`src/rtl/apb_pkg.sv`:
```
//------------------------------------------------------------------------------
// Module      : apb_pkg
// Description : Shared types and default widths for the APB master bridge.
// Revision    : 1.0 - initial release
//------------------------------------------------------------------------------
`default_nettype none

package apb_pkg;

  localparam int APB_ADDR_W = 32;
  localparam int APB_DATA_W = 32;

  typedef enum logic [1:0] {
    IDLE   = 2'd0,
    SETUP  = 2'd1,
    ACCESS = 2'd2,
    RESP   = 2'd3
  } apb_mst_state_t;

  typedef struct packed {
    logic [APB_DATA_W-1:0] rdata;
    logic                  err;
  } apb_rsp_t;

endpackage

`default_nettype wire

```
`src/rtl/apb_master_timer.sv`:
```
//------------------------------------------------------------------------------
// Module      : apb_master_timer
// Description : ACCESS-phase wait counter; expired_o flags the final allowed
//               wait cycle. Only instantiated with APB_MASTER_TIMEOUT_EN.
// Revision    : 1.0 - initial release
//------------------------------------------------------------------------------
`default_nettype none

module apb_master_timer #(
  parameter int TIMEOUT_CYCLES = 16
) (
  input  logic clk_i,
  input  logic rst_ni,
  input  logic clear_i,
  input  logic enable_i,
  output logic expired_o
);

  localparam int CNT_W = $clog2(TIMEOUT_CYCLES) + 1;

  logic [CNT_W-1:0] cnt_q;

  // Saturates at the terminal value so expired_o cannot wrap back low.
  always_ff @(posedge clk_i) begin
    if (!rst_ni || clear_i) begin
      cnt_q <= '0;
    end else if (enable_i && !expired_o) begin
      cnt_q <= cnt_q + CNT_W'(1);
    end
  end

  assign expired_o = (cnt_q == CNT_W'(TIMEOUT_CYCLES - 1));

endmodule

`default_nettype wire

```
`src/rtl/apb_master_bridge.sv`:
```
//------------------------------------------------------------------------------
// Module      : apb_master_bridge
// Description : valid/ready command port to APB SETUP/ACCESS requester, one
//               transfer in flight. Optional macro APB_MASTER_TIMEOUT_EN adds
//               an ACCESS wait timeout reported through rsp_err.
// Revision    : 1.0 - initial release
//------------------------------------------------------------------------------
`default_nettype none

module apb_master_bridge
  import apb_pkg::*;
#(
  parameter int ADDR_W         = APB_ADDR_W,
  parameter int DATA_W         = APB_DATA_W,
  parameter int TIMEOUT_CYCLES = 16
) (
  input  logic              pclk,
  input  logic              prst,
  input  logic              cmd_valid,
  output logic              cmd_ready,
  input  logic              cmd_write,
  input  logic [ADDR_W-1:0] cmd_addr,
  input  logic [DATA_W-1:0] cmd_wdata,
  output logic              rsp_valid,
  input  logic              rsp_ready,
  output logic [DATA_W-1:0] rsp_rdata,
  output logic              rsp_err,
  output logic [ADDR_W-1:0] paddr,
  output logic              psel,
  output logic              penable,
  output logic              pwrite,
  output logic [DATA_W-1:0] pwdata,
  input  logic [DATA_W-1:0] prdata,
  input  logic              pready
);

  apb_mst_state_t    state_q;
  logic [ADDR_W-1:0] paddr_q;
  logic              psel_q;
  logic              penable_q;
  logic              pwrite_q;
  logic [DATA_W-1:0] pwdata_q;
  logic              rsp_valid_q;
  logic [DATA_W-1:0] rsp_rdata_q;
  logic              rsp_err_q;
  logic              timeout_d;

`ifdef APB_MASTER_TIMEOUT_EN
  logic timer_expired;

  apb_master_timer #(
    .TIMEOUT_CYCLES(TIMEOUT_CYCLES)
  ) u_timer (
    .clk_i    (pclk),
    .rst_ni   (prst),
    .clear_i  (state_q == SETUP),
    .enable_i ((state_q == ACCESS) && !pready),
    .expired_o(timer_expired)
  );

  assign timeout_d = (state_q == ACCESS) && !pready && timer_expired;
`else
  logic unused_timeout_cfg;
  assign unused_timeout_cfg = (TIMEOUT_CYCLES > 0);
  assign timeout_d          = 1'b0;
`endif

  always_ff @(posedge pclk) begin
    if (!prst) begin
      state_q     <= IDLE;
      paddr_q     <= '0;
      psel_q      <= 1'b0;
      penable_q   <= 1'b0;
      pwrite_q    <= 1'b0;
      pwdata_q    <= '0;
      rsp_valid_q <= 1'b0;
      rsp_rdata_q <= '0;
      rsp_err_q   <= 1'b0;
    end else begin
      case (state_q)
        IDLE: begin
          if (cmd_valid) begin
            paddr_q  <= cmd_addr;
            pwrite_q <= cmd_write;
            pwdata_q <= cmd_write ? cmd_wdata : '0;
            psel_q   <= 1'b1;
            state_q  <= SETUP;
          end
        end
        SETUP: begin
          penable_q <= 1'b1;
          state_q   <= ACCESS;
        end
        ACCESS: begin
          // pready has priority over a coincident timeout.
          if (pready || timeout_d) begin
            psel_q      <= 1'b0;
            penable_q   <= 1'b0;
            rsp_valid_q <= 1'b1;
            rsp_rdata_q <= (pready && !pwrite_q) ? prdata : '0;
            rsp_err_q   <= !pready;
            state_q     <= RESP;
          end
        end
        RESP: begin
          if (rsp_ready) begin
            rsp_valid_q <= 1'b0;
            state_q     <= IDLE;
          end
        end
        default: state_q <= IDLE;
      endcase
    end
  end

  assign cmd_ready = prst && (state_q == IDLE);
  assign rsp_valid = rsp_valid_q;
  assign rsp_rdata = rsp_rdata_q;
  assign rsp_err   = rsp_err_q;
  assign paddr     = paddr_q;
  assign psel      = psel_q;
  assign penable   = penable_q;
  assign pwrite    = pwrite_q;
  assign pwdata    = pwdata_q;

endmodule

`default_nettype wire

```
`config.mk`:
```
export PLATFORM = sky130hd
export DESIGN_NAME = apb_master_bridge
export DESIGN_NICKNAME = d
export VERILOG_FILES = /design/src/rtl/apb_pkg.sv /design/src/rtl/apb_master_timer.sv /design/src/rtl/apb_master_bridge.sv
export SDC_FILE = /design/constraint.sdc
export NUM_CORES = 1
export LEC_CHECK = 0
export CAP_MARGIN = 5
export CORE_MARGIN = 2
export CORE_UTILIZATION = 40
export CTS_CLUSTER_SIZE = 28
export DETAILED_ROUTE_END_ITERATION = 10
export HOLD_SLACK_MARGIN = 0.06
export PLACE_DENSITY_LB_ADDON = 0.3
export SLEW_MARGIN = 20
export SYNTH_ARGS = -nofsm -noshare
export SYNTH_HDL_FRONTEND = slang
export SYNTH_HIERARCHICAL = 1
export SYNTH_SLANG_ARGS = --single-unit
export TNS_END_PERCENT = 5
```
`constraint.sdc`:
```
create_clock -name pclk -period 1.8 [get_ports pclk]
set_input_delay 0.36 -clock pclk [delete_from_list [all_inputs] [get_ports pclk]]
set_output_delay 0.36 -clock pclk [all_outputs]
set_load 0.02 [all_outputs]
```
==> results of run 1 <==
[cell usage in the layout, fill, tap and decap left out, drive strengths merged, types with 3 or more instances in the layout]
cell           count
nor2b              3
nand3             33
dfxtp            103
nand2            136
clkbuf            12
nand4b            32
buf               18
clkdlybuf4s50    202
a21oi             99
nor2               3
inv                5
ha                 6
[cells in the mapped netlist, types with 2 or more instances]
cell,number,share of area
sky130_fd_sc_hd__and2_1,2,0.0032
sky130_fd_sc_hd__nand4b_1,32,0.071
sky130_fd_sc_hd__a21oi_1,99,0.13
sky130_fd_sc_hd__nand2_1,136,0.13
sky130_fd_sc_hd__nand3_1,33,0.042
sky130_fd_sc_hd__nor2_1,3,0.0028
sky130_fd_sc_hd__nor2b_1,2,0.0032
sky130_fd_sc_hd__ha_1,6,0.019
sky130_fd_sc_hd__clkbuf_1,24,0.023
sky130_fd_sc_hd__and3_1,2,0.0032
sky130_fd_sc_hd__nand2b_1,2,0.0032
sky130_fd_sc_hd__nor3_1,2,0.0025
sky130_fd_sc_hd__buf_4,3,0.0057
sky130_fd_sc_hd__or2_2,2,0.0032
sky130_fd_sc_hd__inv_1,3,0.0028
sky130_fd_sc_hd__buf_2,14,0.018
sky130_fd_sc_hd__dfxtp_1,103,0.52
[registers in the layout, summed over array words and instances, names as in the netlist]
signal / flops
psel: 1
pwdata: 32
pwrite: 1
penable: 1
paddr: 32
state_q: 2
rsp_rdata: 32
rsp_valid: 1
rsp_err: 1
[worst paths after layout]
kind | from | endpoint | slack, ns | depth (start not counted)
worst max-delay path | psel$_SDFFE_PN0P_ | psel | 0.10 | 1
worst max register to register | state_q[0]$_SDFFE_PN0P_ | state_q[0]$_SDFFE_PN0P_ | 0.14 | 6
worst min-delay path | rsp_rdata[4]$_SDFFE_PN0P_ | rsp_rdata[4]$_SDFFE_PN0P_ | 0.45 | 2
worst min register to register | rsp_rdata[4]$_SDFFE_PN0P_ | rsp_rdata[4]$_SDFFE_PN0P_ | 0.45 | 2
[per-stage QoR]
| step | util | setup WS [ns] |
|---|---|---|
| finish | 0.659 | 0.104 |
| global route | 0.659 | 0.0156 |
| CTS | 0.659 | 0.00215 |
| detailed placement | 0.638 | -0.110 |
| global placement | 0.638 | -0.113 |
| floorplan | - | 0.234 |
[kinds of logic (layout without fill, tap and decap cells)]
kind of cell               after synthesis  after routing  share of synthesized area
AOI/OAI and AO/OA                      102            102                      0.133
adders and majority gates                6              6                     0.0190
buffers and inverters                   46            240                     0.0528
DFF                                    103            103                      0.521
muxes                                    2              2                    0.00537
and+or+nand+nor                        219            219                      0.269
[power groups by stage]
stage                     logic, uW  registers, uW  clock network, uW
after global routing           2720           2820               1620
final                          2510           2770               1480
after CTS                      2530           2780               1530
after detailed placement       2530           2830                  0
after global placement         2490           2810                  0
after floorplan                 950           3200                  0
[area by class of cell]
class                           instances  area (um2)  area share
Timing Repair Buffer                  221        2240       0.351
Multi-Input combinational cell        329        1690       0.265
Tap cell                              133         166      0.0261
Clock inverter                          5        65.1      0.0102
Inverter                                3        11.3     0.00176
Sequential cell                       103        2060       0.323
Clock buffer                           11         141      0.0222
[metal layers]
metal	part of all wire	routed length, um	vias up
met5	0	0	-
met4	0.022	248	0
met3	0.080	903	20
met2	0.47	5310	147
met1	0.42	4770	1848
li1	-	-	1993
[timing repair]
| action | in CTS | in global routing |
|---|---|---|
| resized for setup | 2 | 3 |
| setup endpoints to repair | 1 | 6 |
| hold endpoints to repair | 0 | 0 |
==> results.md, run 1 <==
- The flow ran to the end, and the final reports show no timing, DRC or antenna violations.
- The layer flagged by global routing as most heavily used is met2.
- The met3 demand-to-capacity share in global routing is 0.0642.
- The number of antenna cells inserted is 0.
- The number of hold-repair buffers added at the cts stage is 0.
- The final count of negative-setup-slack endpoints is 0.
- The clock tree root buffer cell is sky130_fd_sc_hd__clkbuf_8.
- The number of I/O pins is 204.
- Wires add up to 11200 um.
- The met1 capacity usage during global routing is 0.251.
- In this run the cell area measured after placement is 6170 um2.
- Dividing the detail-routed via count by the number of cells gives 4.98.
- The number of antenna violations at the first check in global routing is 0.
- The critical setup path kind is reg -> out.
- The design internal power is 4500 uW.
- The worst path buffer plus inverter count is 1.
- Routability-driven placement finished with a final weighted congestion of 0.783.
- The number of warnings reported in the yosys synthesis log is 6.
- The initial detailed-routing violation count is 153.
- Once detailed placement completed, the half-perimeter wirelength came to 7870 um.
- The total overflow left after global routing is 0.
- The pin count of the biggest net entering global routing is 64.
- The number of global-route vias before repair is 3816.
- Of the total power, registers draw 0.410.
- The final-report hold violation count is 0.
- Broken down by cell family, the worst path's largest delay share belongs to buffers and inverters.
- The peak ir drop on the vdd network is 0.550 mV.
- The post-route minimum period is 1.70 ns.
- After detailed routing, the average wire length per cell comes to 14.0 um.
- The design draws 6770 uW.
- Setup repair after global routing left no endpoint under its margin.
- In this run the remaining antenna-violating nets after routing total 0.
- The number of synthesized flops with an enable pin is 0.
- The routed layout has 4008 vias.
- The startpoint type of the worst setup path is a flop.
- Based on the critical path, the design can be clocked at up to 0.590 GHz.
- The global routing met2 resource utilization is 0.344.
- The leakage power of the design is 0.00223 uW.
- In the final layout, the share of cells above drive strength 1 is 0.0640.
- The total area inside the core boundary comes to 9680 um2.
- The number of cell rows is 36.
- The worst hold margin is 0.454 ns.
- The sequential area share after synthesis is 0.521.
- Clock-pin slew was measured on the worst setup and hold paths at 0.10 ns.
- The area of all placed cells without fillers is 6380 um2.
- The number of placed instances, taps included is 789.
- For this run, the post-layout net count is 775.
- The signal on the critical path passes through clkdlybuf4s50_1.
- The count of max-cap constraint violations is 0.
- Synthesis handed over a netlist of 478 instances.
- After synthesis the cells add up to 3960 um2.
- Across every metal layer, demand over resource in global routing totals 0.206.
- The clock insertion delay at the later pin of the skew report is 0.35 ns.
- The power density over the cells is 1060 nW/um2.
- The number of nets handed over by synthesis was 586.
- The final setup skew is 0.0149 ns.
- Of the total power, the clock network draws 0.219.
- The worst hold path class is reg -> reg.
- Counting the buffers created by CTS gives 9.
- The nature of the critical path endpoint is a primary output.
- The switching power share of the total is 0.336.
- STA puts the critical path data arrival time at 1.34 ns.
- Excluding fillers, the count of instances in the completed layout stands at 805.
- The share of power burned in combinational logic is 0.371.
- From left edge to right edge, the die measures 104 um.
- The initial cell density of the core is 0.409.
- The max-slew violation count is 0.
- The async set-reset flop share out of synthesis is 0.
- In the finished design, the share of the clock period the worst path needs comes to 0.942.
- The final-layout fill cell count is 812.
- In the final timing run, aggregate negative setup slack is 0 ns.
- Synthesis inferred 103 register bits.
- The CTS tree is yes.
- The depth of the CTS H-tree is 3.
- The data required time at the worst endpoint is 1.44 ns.
- Input and output buffers added on the ports amount to 203.
- The synthesized netlist contains 27 unique library cells.
- In this run the post-CTS setup repair buffer count came out at 0.
- At the pin with the least slew margin, the transition time is 0.290 ns.
- The die covers 10700 um2.
- In the synthesized netlist the dominant register cell turns out to be sky130_fd_sc_hd__dfxtp_1.
- The worst relative slew slack is 0.807.
- The slowest cell on the critical path is sky130_fd_sc_hd__clkdlybuf4s50_1.
- The largest single stage delay on the critical path is 0.64 ns.
- The first global-routing pass estimated 18300 um of wire.
- In this run the deepest clock path goes through 2 buffers.
- After synthesis, the mean cell area works out to 8.28 um2.
- The number of sinks handled by clock tree synthesis is 103.
- For this run, design rule violations remaining after detail routing come to 0.
- The analysis attributes to net switching a power of 2270 uW.
- The signed area change from the synthesized netlist to the final layout is 61.1%.
- The die is 104 um tall.
- The count of TritonRoute iterations in the first routing pass is 5.
- Along the worst path, the maximum fanout reaches 3.
Note: power is estimated with default switching activity, not from simulation.
==> run 2, diff against run 1 <==
--- a/config.mk
+++ b/config.mk
@@ -15,6 +15,5 @@
 export SLEW_MARGIN = 20
 export SYNTH_ARGS = -nofsm -noshare
 export SYNTH_HDL_FRONTEND = slang
-export SYNTH_HIERARCHICAL = 1
 export SYNTH_SLANG_ARGS = --single-unit
 export TNS_END_PERCENT = 5
==> results of run 2 <==
No change in the layout: final DEF, timing and power equal those of run 1.
Among the figures that moved: Yosys warning count 6 -> 0
==> run 3, diff against run 2 <==
==> constraint.sdc (replaced) <==
create_clock -name pclk -period 1.92 [get_ports pclk]
set_input_delay 0.384 -clock pclk [delete_from_list [all_inputs] [get_ports pclk]]
set_output_delay 0.384 -clock pclk [all_outputs]
set_load 0.02 [all_outputs]
==> results.md, run 3 <==
- The number of stages on the worst hold path is 2.
- Buffers added to address setup during post-CTS repair amount to 0.
- For this run, the leading register cell type out of synthesis is sky130_fd_sc_hd__dfxtp_1.
- The worst hold path begins at rsp_rdata[17]$_SDFFE_PN0P_.
- The number of I/O pins is 204.
- The data required time at the worst endpoint is 1.54 ns.
- The number of non-filler instances in the completed layout is 801.
- The number of cell instances on the worst register-to-register path is 8.
- Based on the critical path, the design can be clocked at up to 0.544 GHz.
- The final setup skew is 0.0111 ns.
- After floorplanning, the core was divided into 36 placement rows.
- The area of the die is 10700 um2.
- The clock passes through at most 2 buffers.
- The number of sinks handled by clock tree synthesis is 103.
- In this run the tool buffered the top-level ports with 203 buffer cells.
- At the end of routability-driven placement, the weighted congestion stood at 0.769.
- The final-report hold violation count came to 0.
- In this run, synthesis produced a sequential element count of 103.
- The worst setup path is of the reg -> out kind.
- In this run the power density over the cells is 1020 nW/um2.
- At the later pin of the worst-skew pair, clock insertion delay measures 0.35 ns.
- At the worst endpoint, the arrival time is 1.46 ns.
- For this configuration, the core starts out at a cell density of 0.409.
- For the pin with the worst max-slew slack, the measured transition is 0.354 ns.
- The count of TritonRoute iterations in the first routing pass is 4.
- Across the VDD grid, the largest voltage drop is 0.526 mV.
- The repair_antennas step left the layout with diodes totalling 0.
- The final count of negative-setup-slack endpoints is 0.
- In this run, distinct cell masters in the synthesized netlist total 27.
- Once placement finished, the instance area stood at 6160 um2.
- The detailed-route via count is 4014.
- The number of synthesized flops with an enable pin is 0.
- Final hold analysis gives a worst-case slack of 0.452 ns.
- The worst hold path class is reg -> reg.
- The max-slew violation count came to 0.
- The average instance area after synthesis is 8.28 um2.
- For this run, the number of Yosys warnings is 0.
- The worst setup path is captured at a primary output.
- In this run the static leakage power is 0.00223 uW.
- The share of the clock period used by the worst path is 0.958.
- The overall overflow remaining after global route is 0.
- The global router's overall resource usage is 0.209.
- The top fanout value on the critical path is 5.
- The async set-reset flop share out of synthesis is 0.
- The half-perimeter wire length after placement is 7980 um.
- Ranked by instance count, the synthesized netlist is headed by sky130_fd_sc_hd__nand2_1 (136), sky130_fd_sc_hd__dfxtp_1 (103), sky130_fd_sc_hd__a21oi_1 (99).
- The post-synthesis instance area is 3960 um2.
- The global-route wire length before repair is 18600 um.
- The width of the die is 104 um.
- The worst hold path terminates at rsp_rdata[17]$_SDFFE_PN0P_.
- The number of nets still failing antenna checks after routing is 0.
- The top cell types in the final layout, fill and taps aside, are sky130_fd_sc_hd__clkdlybuf4s50_1 (202), sky130_fd_sc_hd__nand2_1 (135), sky130_fd_sc_hd__dfxtp_1 (101).
- Setup repair after global routing left no endpoint under its margin.
- Summed over all layers, the routed wires come to 11400 um.
- In the post-synthesis netlist, the biggest area contributors are sky130_fd_sc_hd__dfxtp_1 (52%), sky130_fd_sc_hd__nand2_1 (13%), sky130_fd_sc_hd__a21oi_1 (13%).
- The number of global-route vias before repair is 3851.
- The clock buffer count from CTS is 9.
- The share of synthesized area in the top cell type comes to 0.521.
- The net count of the finished layout is 773.
- The die is 104 um tall.
- The flow ran to the end, and the final reports show no timing, DRC or antenna violations.
- Headroom to the max-slew limit came out at 0.764.
- The via density per instance is 5.01.
- The number of placed instances, taps included is 787.
- The dominant cell by count in the synthesized netlist is sky130_fd_sc_hd__nand2_1.
- The startpoint type of the worst setup path is a flop.
- The depth of the CTS H-tree is 3.
- The critical path starts at state_q[1]$_SDFFE_PN0P_.
- The count of mapped cells out of synthesis is 478.
- After clock tree synthesis, the clock-pin slew on the worst setup and hold paths is 0.10 ns.
- The sequential area share after synthesis is 0.521.
- The placeable core area is 9680 um2.
- The post-route minimum period is 1.84 ns.
- In this run the register-to-register setup slack is 0.22 ns.
- In the final timing run, aggregate negative setup slack is 0 ns.
- Dividing the detail-routed wire length by the instance count gives 14.3 um.
- Counting the fill cells in the layout gives 818.
- Entering global routing, the biggest net connects 53 pins.
- The most common cell after layout, fill and taps aside is sky130_fd_sc_hd__clkdlybuf4s50_1.
- The ratio of cells with drive above 1 in the final layout is 0.0599.
- The CTS tree is yes.
- The endpoint of the worst register-to-register path is rsp_rdata[8]$_SDFFE_PN0P_.
- In this run, the number of DRC markers left after iteration 0 of detailed routing was 115.
- The signed area change from the synthesized netlist to the final layout is 61.5%.
- The tree is rooted in a sky130_fd_sc_hd__clkbuf_8.
- The count of unresolved DRC violations after routing is 0.
- The startpoint identified for the worst register-to-register timing path is state_q[0]$_SDFFE_PN0P_.
- The net count of the mapped netlist is 586.
- Max-cap violations in this run came to 0.
- The cell taking the most area after synthesis is sky130_fd_sc_hd__dfxtp_1.
- The area of all placed cells without fillers is 6390 um2.
- The number of antenna violations at the first check in global routing came to 0.
==> run 3: how the worst max path moves through the flow <==
stage	slack (ns)	endpoint	cells after the start
2_1_floorplan	0.35	state_q[0]$_SDFFE_PN0P_	6
3_3_place_gp	-0.04	cmd_ready	3
3_5_place_dp	-0.07	cmd_ready	3
4_1_cts	0.03	cmd_ready	4
5_1_grt	0.008	cmd_ready	4
6_report	0.08	cmd_ready	4
==> run 3: kinds of logic (layout without fill, tap and decap cells) <==
group	Yosys count	count (layout)	share of synthesized area
flip-flops	103	103	0.521
AND/OR/NAND/NOR	219	219	0.269
AO/OA/AOI/OAI	102	102	0.133
adder cells (fa/ha/maj)	6	6	0.0190
multiplexers	2	2	0.00537
buffers and inverters	46	236	0.0528
==> run 3: worst max-delay path, stage by stage, from the launching register on <==
cell	delay, ns
sky130_fd_sc_hd__dfxtp_4	0.37
sky130_fd_sc_hd__inv_1	0.10
sky130_fd_sc_hd__ha_1	0.17
sky130_fd_sc_hd__and2_1	0.12
sky130_fd_sc_hd__dlygate4sd2_1	0.34
==> run 3: what timing repair did <==
action / in CTS / in global routing
hold buffers: 0 / 0
setup endpoints to repair: 1 / 1
gates resized for setup: 2 / 2
==> run 3: layout make-up <==
class                   instances  area [um2]  area share
clock buffers                   9         124      0.0194
repair buffers                219        2230       0.348
inverters                       3        11.3     0.00176
flip-flops and latches        103        2070       0.323
well taps                     133         166      0.0260
multi-input cells             329        1690       0.265
clock inverters                 5         108      0.0168
==> run 3: power by group <==
group	leakage (uW)	internal, uW	switching [uW]
clock	0.000116	859	712
combinational	0.00128	1120	1250
sequential	0.000839	2450	160
total	0.00223	4430	2120
==> run 3: routing by layer <==
metal | vias up | global-route usage | part of all wire
met5 | - | 0 | 0
met4 | 0 | 0.0792 | 0.020
met3 | 18 | 0.0629 | 0.072
met2 | 140 | 0.339 | 0.48
met1 | 1868 | 0.262 | 0.43
li1 | 1988 | - | -
==> run 3: through the flow <==
stage | util | setup slack [ns] | total power, uW
final | 0.660 | 0.0810 | 6550
after global routing | 0.660 | 0.00779 | 6910
after CTS | 0.660 | 0.0319 | 6620
after detailed placement | 0.636 | -0.0672 | 5040
after global placement | 0.636 | -0.0393 | 4970
after floorplan | - | 0.354 | 3890
